**src/rtl/pix_pair_packer_if.sv**
```systemverilog
// Pixel-stream input and two-pixel word output bundle of the pair packer.
// The slave modport is the packer's view; the master modport is the surrounding system's view.
interface pix_pair_packer_if #(
    parameter int ADDR_W = 19
);
    logic [23:0]       pix_in;
    logic              pix_valid;
    logic              pix_sof;
    logic              pix_ready;
    logic [35:0]       word_out;
    logic [ADDR_W-1:0] word_addr;
    logic              word_valid;
    logic              word_ready;
    logic              frame_done;
    logic              sof_err;

    modport slave (
        input  pix_in, pix_valid, pix_sof, word_ready,
        output pix_ready, word_out, word_addr, word_valid, frame_done, sof_err
    );

    modport master (
        output pix_in, pix_valid, pix_sof, word_ready,
        input  pix_ready, word_out, word_addr, word_valid, frame_done, sof_err
    );
endinterface

```
**src/rtl/pix_pair_packer.sv**
```systemverilog
// Truncates 24-bit RGB pixels to 18 bits, pairs them into 36-bit words with a
// linear frame word address and queues them for the frame-buffer write port.
module pix_pair_packer #(
    parameter int HPIX   = 640,
    parameter int VLINES = 480,
    parameter int ADDR_W = 19,
    parameter int DEPTH  = 4
) (
    input  logic                clk,
    input  logic                reset,
    pix_pair_packer_if.slave    bus
);
    localparam int                WORDS     = HPIX * VLINES / 2;
    localparam logic [ADDR_W-1:0] LAST_ADDR = ADDR_W'(WORDS - 1);
    localparam int                CW        = $clog2(DEPTH + 1);
    localparam int                EW        = ADDR_W + 36;

    logic              run_r;
    logic              phase_r;
    logic              sof_err_r;
    logic              frame_done_r;
    logic [17:0]       hold_r;
    logic [ADDR_W-1:0] addr_r;
    logic [CW-1:0]     count_r;
    logic [CW-1:0]     count_n_s;
    logic [CW-1:0]     wr_idx_s;
    logic [EW-1:0]     q_r     [DEPTH];
    logic [EW-1:0]     q_n_s   [DEPTH];
    logic [EW-1:0]     sh_q_s  [DEPTH];
    logic [DEPTH-1:0]  v_r;
    logic [DEPTH-1:0]  v_n_s;
    logic [DEPTH-1:0]  sh_v_s;
    logic [EW-1:0]     new_entry_s;
    logic [17:0]       pix_trunc_s;
    logic              pix_lsb_unused_s;
    logic              pix_ready_s;
    logic              accept_s;
    logic              push_s;
    logic              pop_s;

    // Keep the top six bits of every channel; the dropped LSBs are intentionally ignored.
    assign pix_trunc_s      = {bus.pix_in[23:18], bus.pix_in[15:10], bus.pix_in[7:2]};
    assign pix_lsb_unused_s = ^{bus.pix_in[17:16], bus.pix_in[9:8], bus.pix_in[1:0]};

    // run_r keeps pix_ready low through the first cycle after reset is released
    assign pix_ready_s = run_r && (count_r != CW'(DEPTH));
    assign accept_s    = bus.pix_valid && pix_ready_s;
    assign push_s      = accept_s && phase_r && !bus.pix_sof;
    assign pop_s       = v_r[0] && bus.word_ready;
    assign new_entry_s = {addr_r, pix_trunc_s, hold_r};

    assign bus.pix_ready  = pix_ready_s;
    assign bus.word_out   = q_r[0][35:0];
    assign bus.word_addr  = q_r[0][EW-1:36];
    assign bus.word_valid = v_r[0];
    assign bus.frame_done = frame_done_r;
    assign bus.sof_err    = sof_err_r;

    // Pixel pairing: phase, held even pixel, word address and SOF error flag
    always_ff @(posedge clk) begin
        if (!reset) begin
            run_r     <= 1'b0;
            phase_r   <= 1'b0;
            hold_r    <= 18'd0;
            addr_r    <= {ADDR_W{1'b0}};
            sof_err_r <= 1'b0;
        end else begin
            run_r <= 1'b1;
            if (accept_s) begin
                if (bus.pix_sof) begin
                    // A pending half pixel is dropped; the SOF pixel restarts word 0.
                    if (phase_r) begin
                        sof_err_r <= 1'b1;
                    end
                    hold_r  <= pix_trunc_s;
                    phase_r <= 1'b1;
                    addr_r  <= {ADDR_W{1'b0}};
                end else if (phase_r) begin
                    phase_r <= 1'b0;
                    addr_r  <= (addr_r == LAST_ADDR) ? {ADDR_W{1'b0}} : addr_r + ADDR_W'(1);
                end else begin
                    hold_r  <= pix_trunc_s;
                    phase_r <= 1'b1;
                end
            end
        end
    end

    // Shift-down FIFO next state: entry 0 is always the head, empty slots read as zero
    always_comb begin
        sh_q_s   = q_r;
        sh_v_s   = v_r;
        q_n_s    = q_r;
        v_n_s    = v_r;
        wr_idx_s = pop_s ? (count_r - CW'(1)) : count_r;
        for (int i = 0; i < DEPTH - 1; i++) begin
            sh_q_s[i] = pop_s ? q_r[i+1] : q_r[i];
            sh_v_s[i] = pop_s ? v_r[i+1] : v_r[i];
        end
        sh_q_s[DEPTH-1] = pop_s ? {EW{1'b0}} : q_r[DEPTH-1];
        sh_v_s[DEPTH-1] = pop_s ? 1'b0 : v_r[DEPTH-1];
        for (int i = 0; i < DEPTH; i++) begin
            q_n_s[i] = (push_s && (CW'(i) == wr_idx_s)) ? new_entry_s : sh_q_s[i];
            v_n_s[i] = (push_s && (CW'(i) == wr_idx_s)) | sh_v_s[i];
        end
        case ({push_s, pop_s})
            2'b10:   count_n_s = count_r + CW'(1);
            2'b01:   count_n_s = count_r - CW'(1);
            default: count_n_s = count_r;
        endcase
    end

    // FIFO storage, occupancy and the end-of-frame pop pulse
    always_ff @(posedge clk) begin
        if (!reset) begin
            for (int i = 0; i < DEPTH; i++) begin
                q_r[i] <= {EW{1'b0}};
            end
            v_r          <= {DEPTH{1'b0}};
            count_r      <= {CW{1'b0}};
            frame_done_r <= 1'b0;
        end else begin
            q_r          <= q_n_s;
            v_r          <= v_n_s;
            count_r      <= count_n_s;
            frame_done_r <= pop_s && (q_r[0][EW-1:36] == LAST_ADDR);
        end
    end
endmodule

```
**src/flat_wrapper.sv**
```systemverilog
// flat-port wrapper written by rule: the top's interface ports become plain ports
module pix_pair_packer_flat 
#(
    parameter int HPIX   = 640,
    parameter int VLINES = 480,
    parameter int ADDR_W = 19,
    parameter int DEPTH  = 4
)
  (clk, reset, bus_pix_in, bus_pix_valid, bus_pix_sof, bus_word_ready, bus_pix_ready, bus_word_out, bus_word_addr, bus_word_valid, bus_frame_done, bus_sof_err);
  pix_pair_packer_if #(.ADDR_W(ADDR_W)) bus_i ();
  input  logic clk;
  input  logic reset;
  input wire logic [$bits(bus_i.pix_in)-1:0] bus_pix_in;
  input wire logic [$bits(bus_i.pix_valid)-1:0] bus_pix_valid;
  input wire logic [$bits(bus_i.pix_sof)-1:0] bus_pix_sof;
  input wire logic [$bits(bus_i.word_ready)-1:0] bus_word_ready;
  output wire logic [$bits(bus_i.pix_ready)-1:0] bus_pix_ready;
  output wire logic [$bits(bus_i.word_out)-1:0] bus_word_out;
  output wire logic [$bits(bus_i.word_addr)-1:0] bus_word_addr;
  output wire logic [$bits(bus_i.word_valid)-1:0] bus_word_valid;
  output wire logic [$bits(bus_i.frame_done)-1:0] bus_frame_done;
  output wire logic [$bits(bus_i.sof_err)-1:0] bus_sof_err;
  assign bus_i.pix_in = bus_pix_in;
  assign bus_i.pix_valid = bus_pix_valid;
  assign bus_i.pix_sof = bus_pix_sof;
  assign bus_i.word_ready = bus_word_ready;
  assign bus_pix_ready = bus_i.pix_ready;
  assign bus_word_out = bus_i.word_out;
  assign bus_word_addr = bus_i.word_addr;
  assign bus_word_valid = bus_i.word_valid;
  assign bus_frame_done = bus_i.frame_done;
  assign bus_sof_err = bus_i.sof_err;
  pix_pair_packer #(.HPIX(HPIX), .VLINES(VLINES), .ADDR_W(ADDR_W), .DEPTH(DEPTH)) u_core (.clk(clk), .reset(reset), .bus(bus_i));
endmodule
```
**config.mk**
```make
export PLATFORM = sky130hd
export DESIGN_NAME = pix_pair_packer_flat
export DESIGN_NICKNAME = d
export VERILOG_FILES = /design/src/rtl/pix_pair_packer_if.sv /design/src/rtl/pix_pair_packer.sv /design/src/flat_wrapper.sv
export SDC_FILE = /design/constraint.sdc
export NUM_CORES = 1
export LEC_CHECK = 0
export CORE_MARGIN = 5
export CORE_UTILIZATION = 55
export CTS_CLUSTER_SIZE = 24
export DETAILED_ROUTE_END_ITERATION = 12
export MAX_ROUTING_LAYER = met4
export PLACE_DENSITY = 0.81
export SLEW_MARGIN = 30
export SYNTH_ARGS = -nofsm -noshare
export SYNTH_HDL_FRONTEND = slang
export SYNTH_SLANG_ARGS = --single-unit
export TNS_END_PERCENT = 1
```
**constraint.sdc**
```tcl
create_clock -name clk -period 3.1 [get_ports clk]
set_clock_uncertainty 0.15 [all_clocks]
set_input_delay 0.62 -clock clk [delete_from_list [all_inputs] [get_ports clk]]
set_output_delay 0.62 -clock clk [all_outputs]
set_load 0.05 [all_outputs]
```
==> run metrics <==
Setup-failing EPs final=0; PnR worst setup slack=211 ps; Initial Utilization=55.9%; WP depth=4; CP top delay family=buffers and inverters; WL/cell=16.4 um; Worst R2R Setup Slack=320 ps; Fin Setup TNS=0 ps; Crit Path Class=flop to output pin; Root Driver=clkbuf_16; latest clock arrival within the worst-skew pair=530 ps; CTS sink count=268; top post-synthesis cells by count=nand2_1 (437), dfxtp_1 (268), nor2_1 (171); data arrival time of the critical path=2120 ps; LEAKAGE=4.35 nW; Clock transition at path regs=60 ps; Net Sw Frac=22.4%; Buf+Inv Stages, Crit Path=2; Startpoint Class=flop; crit-path max FO=8; Initial DRC Count=1018; Port-buffer cells=81; top cell type's share of synthesized area=45.5%; top post-synthesis cells by area=dfxtp_1 (46%), nand2_1 (14%), a311oi_1 (12%); Critical Path, Cell by Cell=inv_1, ha_1, a21boi_2, dlygate4sd2_1; H-tree Lvls=1; initial antenna violation count=0; Gate Count Post-Synth=1514; Post-synth EDFFs=0; CP endpoint kind=output pin; worst setup path end=bus_pix_ready; pwr/cell area=537 mW/mm^2; Clock power frac=45.2%; slowest CP cell=dlygate4sd2_1; pin count of the biggest net entering global routing=168; CTS buffer count=28; Final Critical Period=2890 ps; fin. max-slew vios=0; ant diodes=0; number of global-route vias before repair=9575; Final period util=93.2%; first-pass GRT wire length=47.0 mm; Setup crit start=u_core.count_r[0]; Ports=88; row count=53; Area Overhead vs Synth=10.1%; NetSw=1.56 mW; Total GRT Usage=23.0%; total number of vias=10392; die area=0.0244 sq mm; Async SR Flop Fraction=0%; Pint=5.41 mW; fin util=61.5%; max cap viols=0; RSZ-0062 raised after global routing=false; CTS Buffer Depth=3; Synth area leader=dfxtp_1; post-placement cell area=0.0121 sq mm; Slowest Stage Delay on Critical Path=560 ps; share of cells above drive strength 1=4.95%; Main synth FF type=dfxtp_1; Synth Warn #=0; DP HPWL=16.3 mm; relative slew slack=44.2%; Routed Antenna Nets=0; Design Area, Final=0.0130 sq mm; Seq cells post-synth=268; Filler cells=1813; syn_nets=1548; Die Ht=156 um; f_max=346 MHz; Worst Setup Slack post-DPL=120 ps; Residual DRC=0; router iterations before antenna repair=5; Hold Path Class=primary input to flop; Fin. Hold Viols=0; Mapped Area=0.0118 sq mm; Die X=156 um; maximum vdd drop=0.404 mV; RD Place Congestion=0.835; DR vias/cell=6.01; grt ovf=0; WP data required=2330 ps; Hold-fix buffers, CTS=0; part of the power in registers=50.3%; Nets=1473; status=finished, final reports clean; R2R Path End=u_core.addr_r[17]; most instantiated library cell after synthesis=nand2_1; TritonCTS clock tree=yes; Avg Inst Size Synth=7.78 sq um; sequential cell area fraction in the yosys report=45.5%; Netlist cell types=54; Worst Tran Pin Value=836 ps; Tot Pwr=6.97 mW; Comb pwr share=4.5%; total wire length=28.4 mm; Worst Reg-to-Reg Cells=8; Placeable Area=0.0211 sq mm; RR Startpoint=u_core.count_r[0]
[power by group through the flow]
| stage | sequential (mW) | clock [mW] | combinational (mW) |
|---|---|---|---|
| after global routing | 3.51 | 3.34 | 0.335 |
| after detailed placement | 3.58 | 0 | 0.310 |
| after floorplan | 3.57 | 0 | 0.213 |
| after global placement | 3.58 | 0 | 0.307 |
| after CTS | 3.51 | 3.19 | 0.312 |
| final | 3.51 | 3.15 | 0.312 |
[layout make-up]
type | count | area [sq um] | area share (%)
inverters | 7 | 36.3 | 0.280
flip-flops and latches | 268 | 5370 | 41.4
well taps | 275 | 344 | 2.65
multi-input cells | 1038 | 5400 | 41.6
repair buffers | 96 | 982 | 7.57
clock inverters | 6 | 55.1 | 0.424
clock buffers | 39 | 793 | 6.11
[through the flow]
| stage | cells | hold slack, ps |
|---|---|---|
| 6_report | 1729 | 271 |
| 5_1_grt | 1729 | 274 |
| 4_1_cts | 1729 | 261 |
| 3_5_place_dp | 1684 | 301 |
| 3_3_place_gp | 1684 | 295 |
| 2_1_floorplan | 1514 | 287 |
[registers in the layout (all words and copies together), names as in the netlist, 3 cells and up]
register / count
u_core.q_r: 165
u_core.bus.word_out: 36
u_core.v_r: 4
u_core.addr_r: 19
u_core.hold_r: 18
u_core.count_r: 3
u_core.bus.word_addr: 19
[kinds of logic after synthesis]
group                      after synthesis  synth area share (%)
and+or+nand+nor                        734                  26.3
AOI/OAI and AO/OA                      295                  18.6
DFF                                    268                  45.5
buffers and inverters                  208                  8.69
adders and majority gates                5                 0.531
xor gates and xnor gates                 2                 0.149
muxes                                    2                 0.170
[layout by cell type (no fill, tap or decap), drive strengths merged, types with 3 or more instances in the layout]
cell type,n
nand2,437
dfxtp,268
nor2,171
a311oi,163
clkdlybuf4s50,79
o21ai,74
nand4,66
clkbuf,39
a21oi,28
buf,16
nand3,13
nor3,13
and3,8
o211ai,7
inv,7
nand4b,6
o311ai,5
a31oi,5
ha,5
clkinv,5
or3,5
nor2b,4
a21o,3
or4,3
[worst min-delay path by stage]
stage | cells past startpoint | to | start
after detailed placement | 2 | u_core.v_r[3] | u_core.v_r[3]
after CTS | 1 | u_core.run_r | reset
after global placement | 2 | u_core.v_r[3] | u_core.v_r[3]
after floorplan | 2 | u_core.v_r[3] | u_core.v_r[3]
final | 1 | u_core.run_r | reset
after global routing | 1 | u_core.run_r | reset
[routing by layer]
| metal | track usage (%) | up-vias | wire length (um) |
|---|---|---|---|
| li1 | - | 5117 | - |
| met3 | 2.99 | 53 | 1510 |
| met5 | - | - | 0 |
| met1 | 30.2 | 4931 | 12600 |
| met4 | 5.83 | 0 | 614 |
| met2 | 37.7 | 291 | 13600 |
[what timing repair did]
action	4_1_cts	5_1_grt
setup endpoints to repair	1	0
setup buffers	0	0
gates resized for setup	1	0
No activity file was read; power rests on OpenSTA's default activity.
==> RTL edit 1, RTL diff (same flow settings) <==
Reset style: asynchronous (`reset`), changed in 2 clocked blocks.
--- a/src/rtl/pix_pair_packer.sv
+++ b/src/rtl/pix_pair_packer.sv
@@ -57,7 +57,7 @@
     assign bus.sof_err    = sof_err_r;
 
     // Pixel pairing: phase, held even pixel, word address and SOF error flag
-    always_ff @(posedge clk) begin
+    always_ff @(posedge clk or negedge reset) begin
         if (!reset) begin
             run_r     <= 1'b0;
             phase_r   <= 1'b0;
@@ -111,7 +111,7 @@
     end
 
     // FIFO storage, occupancy and the end-of-frame pop pulse
-    always_ff @(posedge clk) begin
+    always_ff @(posedge clk or negedge reset) begin
         if (!reset) begin
             for (int i = 0; i < DEPTH; i++) begin
                 q_r[i] <= {EW{1'b0}};
Check against the original RTL: differs if reset is asserted again (counterexample within 4 cycles, from zero or initial values and one cycle with reset low); with reset held inactive, the same outputs for 4 cycles.
==> RTL edit 1 against the unedited design <==
  * Global-route usage shrank 0.28 points
  * Synthesized area grew 3.0%
  * Setup slack worse by 0.010 ns
  * Non-clock buffer count up 11
  * Sequential cell count did not move
  * Design area rose by 6.4%
  * Wire length decreased by 3.8%
  * Critical path type unchanged
  * Largest cell class is now registers
Power is not compared: it rests on default switching activity, and its combinational part moved more than twofold at a synthesized area within 25%.
==> RTL edit 1: results (changes against the unedited design) <==
| Metric | Value |
|---|---|
| Clock Buffer Count | 38 (was 39) |
| Vias in the first global route | 8,930 (was 9,575) |
| Starting DRT DRC Count | 853 (was 1,018) |
| Post-synthesis adder-cell area fraction | 0.005157 (was 0.005311) |
| Hold wc startpoint | u_core.q_r[37] (was reset) |
| Sequential cell area share | 0.4856 (was 0.4135) |
| Non-Clock Buffer Count | 107 (was 96) |
| Non-clock buffer share | 0.08145 (was 0.07571) |
| First-pass GRT wire length | 45,440 um (was 47,040 um) |
| Critical Path Source | u_core.count_r[0] (unchanged) |
| Reg2Reg Depth | 9 (was 8) |
| Std cell rows | 54 (was 53) |
| Multi-input combinational area share | 0.3327 (was 0.4160) |
| Placed Instances | 1,480 (was 1,684) |
| # fillers | 1,636 (was 1,813) |
| Status | complete, no violations (unchanged) |
| Post-synthesis xor/xnor area fraction | 0.002888 (was 0.001487) |
| Tcrit/Tclk final | 0.9354 (was 0.9321) |
| Hold_buf cts | 1 (was 0) |
| Post-synthesis mux area share | 0.06714 (was 0.001700) |
| Post-synthesis compound-gate area fraction | 0.1467 (was 0.1863) |
| Critical path arrival | 2.13 ns |
| Sequential area share after synthesis | 0.5528 (was 0.4555) |
| Predominant post-synthesis flop cell | dfrtp_1 (was dfxtp_1) |
| Place WS | 0.1128 ns (was 0.1199 ns) |
| Rel. slew slack | 0.5842 (was 0.4424) |
| Syn_area_per_cell | 9.729 um2 (was 7.780 um2) |
| Clk tree area frac | 0.07203 (was 0.06539) |
| Reg-to-Reg End | u_core.bus.word_out[25] (was u_core.addr_r[17]) |
| Nets | 1,265 (was 1,473) |
| Synth cell types | 50 (was 54) |
| Synth area leaders | dfrtp_1, nand2_1, a31oi_1 (was dfxtp_1, nand2_1, a311oi_1) |
| R2R setup slack | 0.41 ns (was 0.32 ns) |
| Design area | 13,810 um2 (was 12,970 um2) |
| Mapped Nets | 1,281 (was 1,548) |
| Non-clock inverter count | 9 (was 7) |
| Initial antenna violation count | 0 (unchanged) |
[RTL edit 1: changes by cell type after synthesis, moves of 58 or more]
cell      before  now
dfrtp_1        0  268
dfxtp_1      268    0
a311oi_1     163    0
nand2_1      437  298
a31oi_1        5  112
clkbuf_1     113   51
mux2i_1        2   60
[RTL edit 1: routing by layer]
layer | part of all wire | global-route usage | vias to the layer above
met5 | 0 | - | -
met4 | 0.025 | 0.06580 | 0
met3 | 0.041 | 0.02963 | 52
met2 | 0.52 | 0.3802 | 212
met1 | 0.42 | 0.2927 | 4563
li1 | - | - | 4205
[RTL edit 1: worst min-delay path by stage]
stage | endpoint | slack, ns | cells past startpoint
after floorplan | u_core.addr_r[0] | 0.17 | 0
after global placement | u_core.v_r[3] | 0.31 | 1
after detailed placement | u_core.v_r[2] | 0.33 | 2
after CTS | u_core.v_r[3] | 0.35 | 1
after global routing | u_core.q_r[19] | 0.36 | 1
final | u_core.q_r[37] | 0.35 | 1
==> RTL edit 2, RTL diff (same flow settings) <==
Without the edit above. `ADDR_W` is set to 19 in 3 places; all go to 27.
--- a/src/rtl/pix_pair_packer_if.sv
+++ b/src/rtl/pix_pair_packer_if.sv
@@ -1,7 +1,7 @@
 // Pixel-stream input and two-pixel word output bundle of the pair packer.
 // The slave modport is the packer's view; the master modport is the surrounding system's view.
 interface pix_pair_packer_if #(
-    parameter int ADDR_W = 19
+    parameter int ADDR_W = 27
 );
     logic [23:0]       pix_in;
     logic              pix_valid;
--- a/src/rtl/pix_pair_packer.sv
+++ b/src/rtl/pix_pair_packer.sv
@@ -3,7 +3,7 @@
 module pix_pair_packer #(
     parameter int HPIX   = 640,
     parameter int VLINES = 480,
-    parameter int ADDR_W = 19,
+    parameter int ADDR_W = 27,
     parameter int DEPTH  = 4
 ) (
     input  logic                clk,
--- a/src/flat_wrapper.sv
+++ b/src/flat_wrapper.sv
@@ -3,7 +3,7 @@
 #(
     parameter int HPIX   = 640,
     parameter int VLINES = 480,
-    parameter int ADDR_W = 19,
+    parameter int ADDR_W = 27,
     parameter int DEPTH  = 4
 )
   (clk, reset, bus_pix_in, bus_pix_valid, bus_pix_sof, bus_word_ready, bus_pix_ready, bus_word_out, bus_word_addr, bus_word_valid, bus_frame_done, bus_sof_err);
Interface: changed (resized bus_word_addr); port bits go from 88 to 96. No check against the original RTL was run, so the function may have changed too.
==> RTL edit 2 against the unedited design <==
  * Global-route usage is 0.42 points higher
  * Design area is 21% higher
  * Setup slack better by 0.072 ns
  * Wire length is 20% higher
  * Synthesized area is 22% higher
  * Power is 17% higher
  * Count of clock-buffer cells in the layout is 4 higher
  * Sequential cell count is 40 higher
  * Largest power group unchanged
==> RTL edit 2: results (changes against the unedited design) <==
| Metric | Value |
|---|---|
| Status | complete, no violations (unchanged) |
| Synth area leaders | dfxtp_1, nand2_1, a311oi_2 (was dfxtp_1, nand2_1, a311oi_1) |
| Max H-tree Level | 1 (unchanged) |
| Mapped Nets | 1,798 (was 1,548) |
| Later-pin clock latency in the skew report | 0.56 ns (was 0.53 ns) |
| Peak VDD IR | 378.8 uV (was 403.7 uV) |
| Nets | 1,709 (was 1,473) |
| DP Wirelength | 20,280 um (was 16,320 um) |
| Hold Path End | u_core.q_r[17] (was u_core.run_r) |
| LEAKAGE | 5.157 nW (was 4.351 nW) |
| Worst path slowest cell | clkdlybuf4s50_1 (was dlygate4sd2_1) |
| Max FFs per register | 189 (was 165) |
| Starting DRT DRC Count | 1,479 (was 1,018) |
| Reg2Reg Depth | 8 (unchanged) |
| Sequential area share after synthesis | 0.4294 (was 0.4555) |
| DR pass1 iterations | 5 (unchanged) |
| Fin Hold WS | 0.3117 ns (was 0.2711 ns) |
| Post-CTS Setup Repair Bufs | 0 (unchanged) |
| Synth cell count leaders | nand2_1, dfxtp_1, nor2_1 (unchanged) |
| Rel. slew slack | 0.4497 (was 0.4424) |
| Layout cells sized above 1 | 0.1067 (was 0.04952) |
| Top reg by flops | u_core.q_r (unchanged) |
| Largest net degree at the start of global routing | 156 (was 168) |
| Hold Path Class | reg -> reg (was in -> reg) |
| R2R setup slack | 0.41 ns (was 0.32 ns) |
| Critical path arrival | 2.05 ns (was 2.12 ns) |
| First-pass GRT wire length | 57,660 um (was 47,040 um) |
| Vias after detailed routing | 12,330 (was 10,390) |
| GRT Util Overall | 0.2339 (was 0.2297) |
| CTS root buf | clkbuf_16 (unchanged) |
| Mean routed wirelength per cell | 16.75 um (was 16.41 um) |
| Worst hold path depth | 2 (was 1) |
| FF-to-FF Start | u_core.count_r[0] (unchanged) |
| Hold wc startpoint | u_core.q_r[17] (was reset) |
| Final GP Congestion | 0.8360 (was 0.8352) |
| Post_cts resized | 0 (was 1) |
| Async set-reset flop share out of synthesis | 0 (unchanged) |
| Initial antenna violation count | 1 (was 0) |
| CP Max Fanout | 8 (unchanged) |
| Slowest stage delay, CP | 0.93 ns (was 0.56 ns) |
| Synth cell types | 53 (was 54) |
| Total CTS buffers | 31 (was 28) |
| IO Port Bufs | 89 (was 81) |
| Reg-to-Reg End | u_core.count_r[2] (was u_core.addr_r[17]) |
## RTL edit 2: changes by cell type after synthesis, moves of 11 or more
cell	unedited run	this run
buf_2	21	33
nand3_1	13	25
a311oi_2	0	87
buf_6	1	15
a311oi_1	163	103
buf_4	55	74
nand2_1	437	494
nor2_1	171	206
dfxtp_1	268	308
o21ai_1	1	12
## RTL edit 2: worst max-delay path by stage
stage	from	endpoint	slack, ns	depth (start not counted)
2_1_floorplan	u_core.count_r[0]	u_core.count_r[2]	0.32	9
3_3_place_gp	bus_word_ready	u_core.q_r[114]	0.12	8
3_5_place_dp	bus_word_ready	u_core.q_r[113]	0.08	8
4_1_cts	u_core.v_r[0]	bus_word_valid	0.27	1
5_1_grt	u_core.v_r[0]	bus_word_valid	0.20	1
6_report	u_core.v_r[0]	bus_word_valid	0.28	1
## RTL edit 2: layer usage
metal,routed length (um),share of wire,global-route usage,vias to the layer above
met5,0,0,-,-
met4,747,0.022,0.06269,0
met3,2052,0.060,0.03080,51
met2,16100,0.47,0.3688,400
met1,15150,0.45,0.3190,5925
li1,-,-,-,5952
## RTL edit 2: final cells by class
class	instances	area, um2
fillers	2150	10160
flip-flops and latches	308	6166
repair buffers	118	1241
diodes	1	2.502
clock inverters	12	141.4
well taps	335	419.2
clock buffers	43	880.8
inverters	9	46.29
multi-input cells	1207	6855
## RTL edit 2: kinds of logic (layout without fill, tap and decap cells)
family	Yosys count	count (layout)	synth area share
other	0	1	0
flip-flops	308	308	0.4294
XOR/XNOR	2	2	0.001220
adder cells (fa/ha/maj)	5	5	0.004357
AO/OA/AOI/OAI	341	341	0.2147
buffers and inverters	249	182	0.09533
multiplexers	2	2	0.001394
AND/OR/NAND/NOR	857	857	0.2536
## RTL edit 2: stage by stage
stage	utilization	instance area (um2)	std cells	total power (W)	setup slack (ns)
2_1_floorplan	-	14360	1764	0.004367	0.3166
3_3_place_gp	0.5684	14730	1977	0.004479	0.1171
3_5_place_dp	0.5684	14730	1977	0.004485	0.07779
4_1_cts	0.6079	15750	2032	0.008199	0.2729
5_1_grt	0.6079	15750	2033	0.008391	0.2026
6_report	0.6079	15750	2033	0.008155	0.2825
## RTL edit 2: report_power, final
| part | switching (W) | leakage (nW) | internal [W] |
|---|---|---|---|
| combinational | 0.000264 | 2.17 | 0.000109 |
| clock | 0.00153 | 0.507 | 0.00222 |
| sequential | 0.0000368 | 2.48 | 0.00399 |
| total | 0.00184 | 5.16 | 0.00632 |
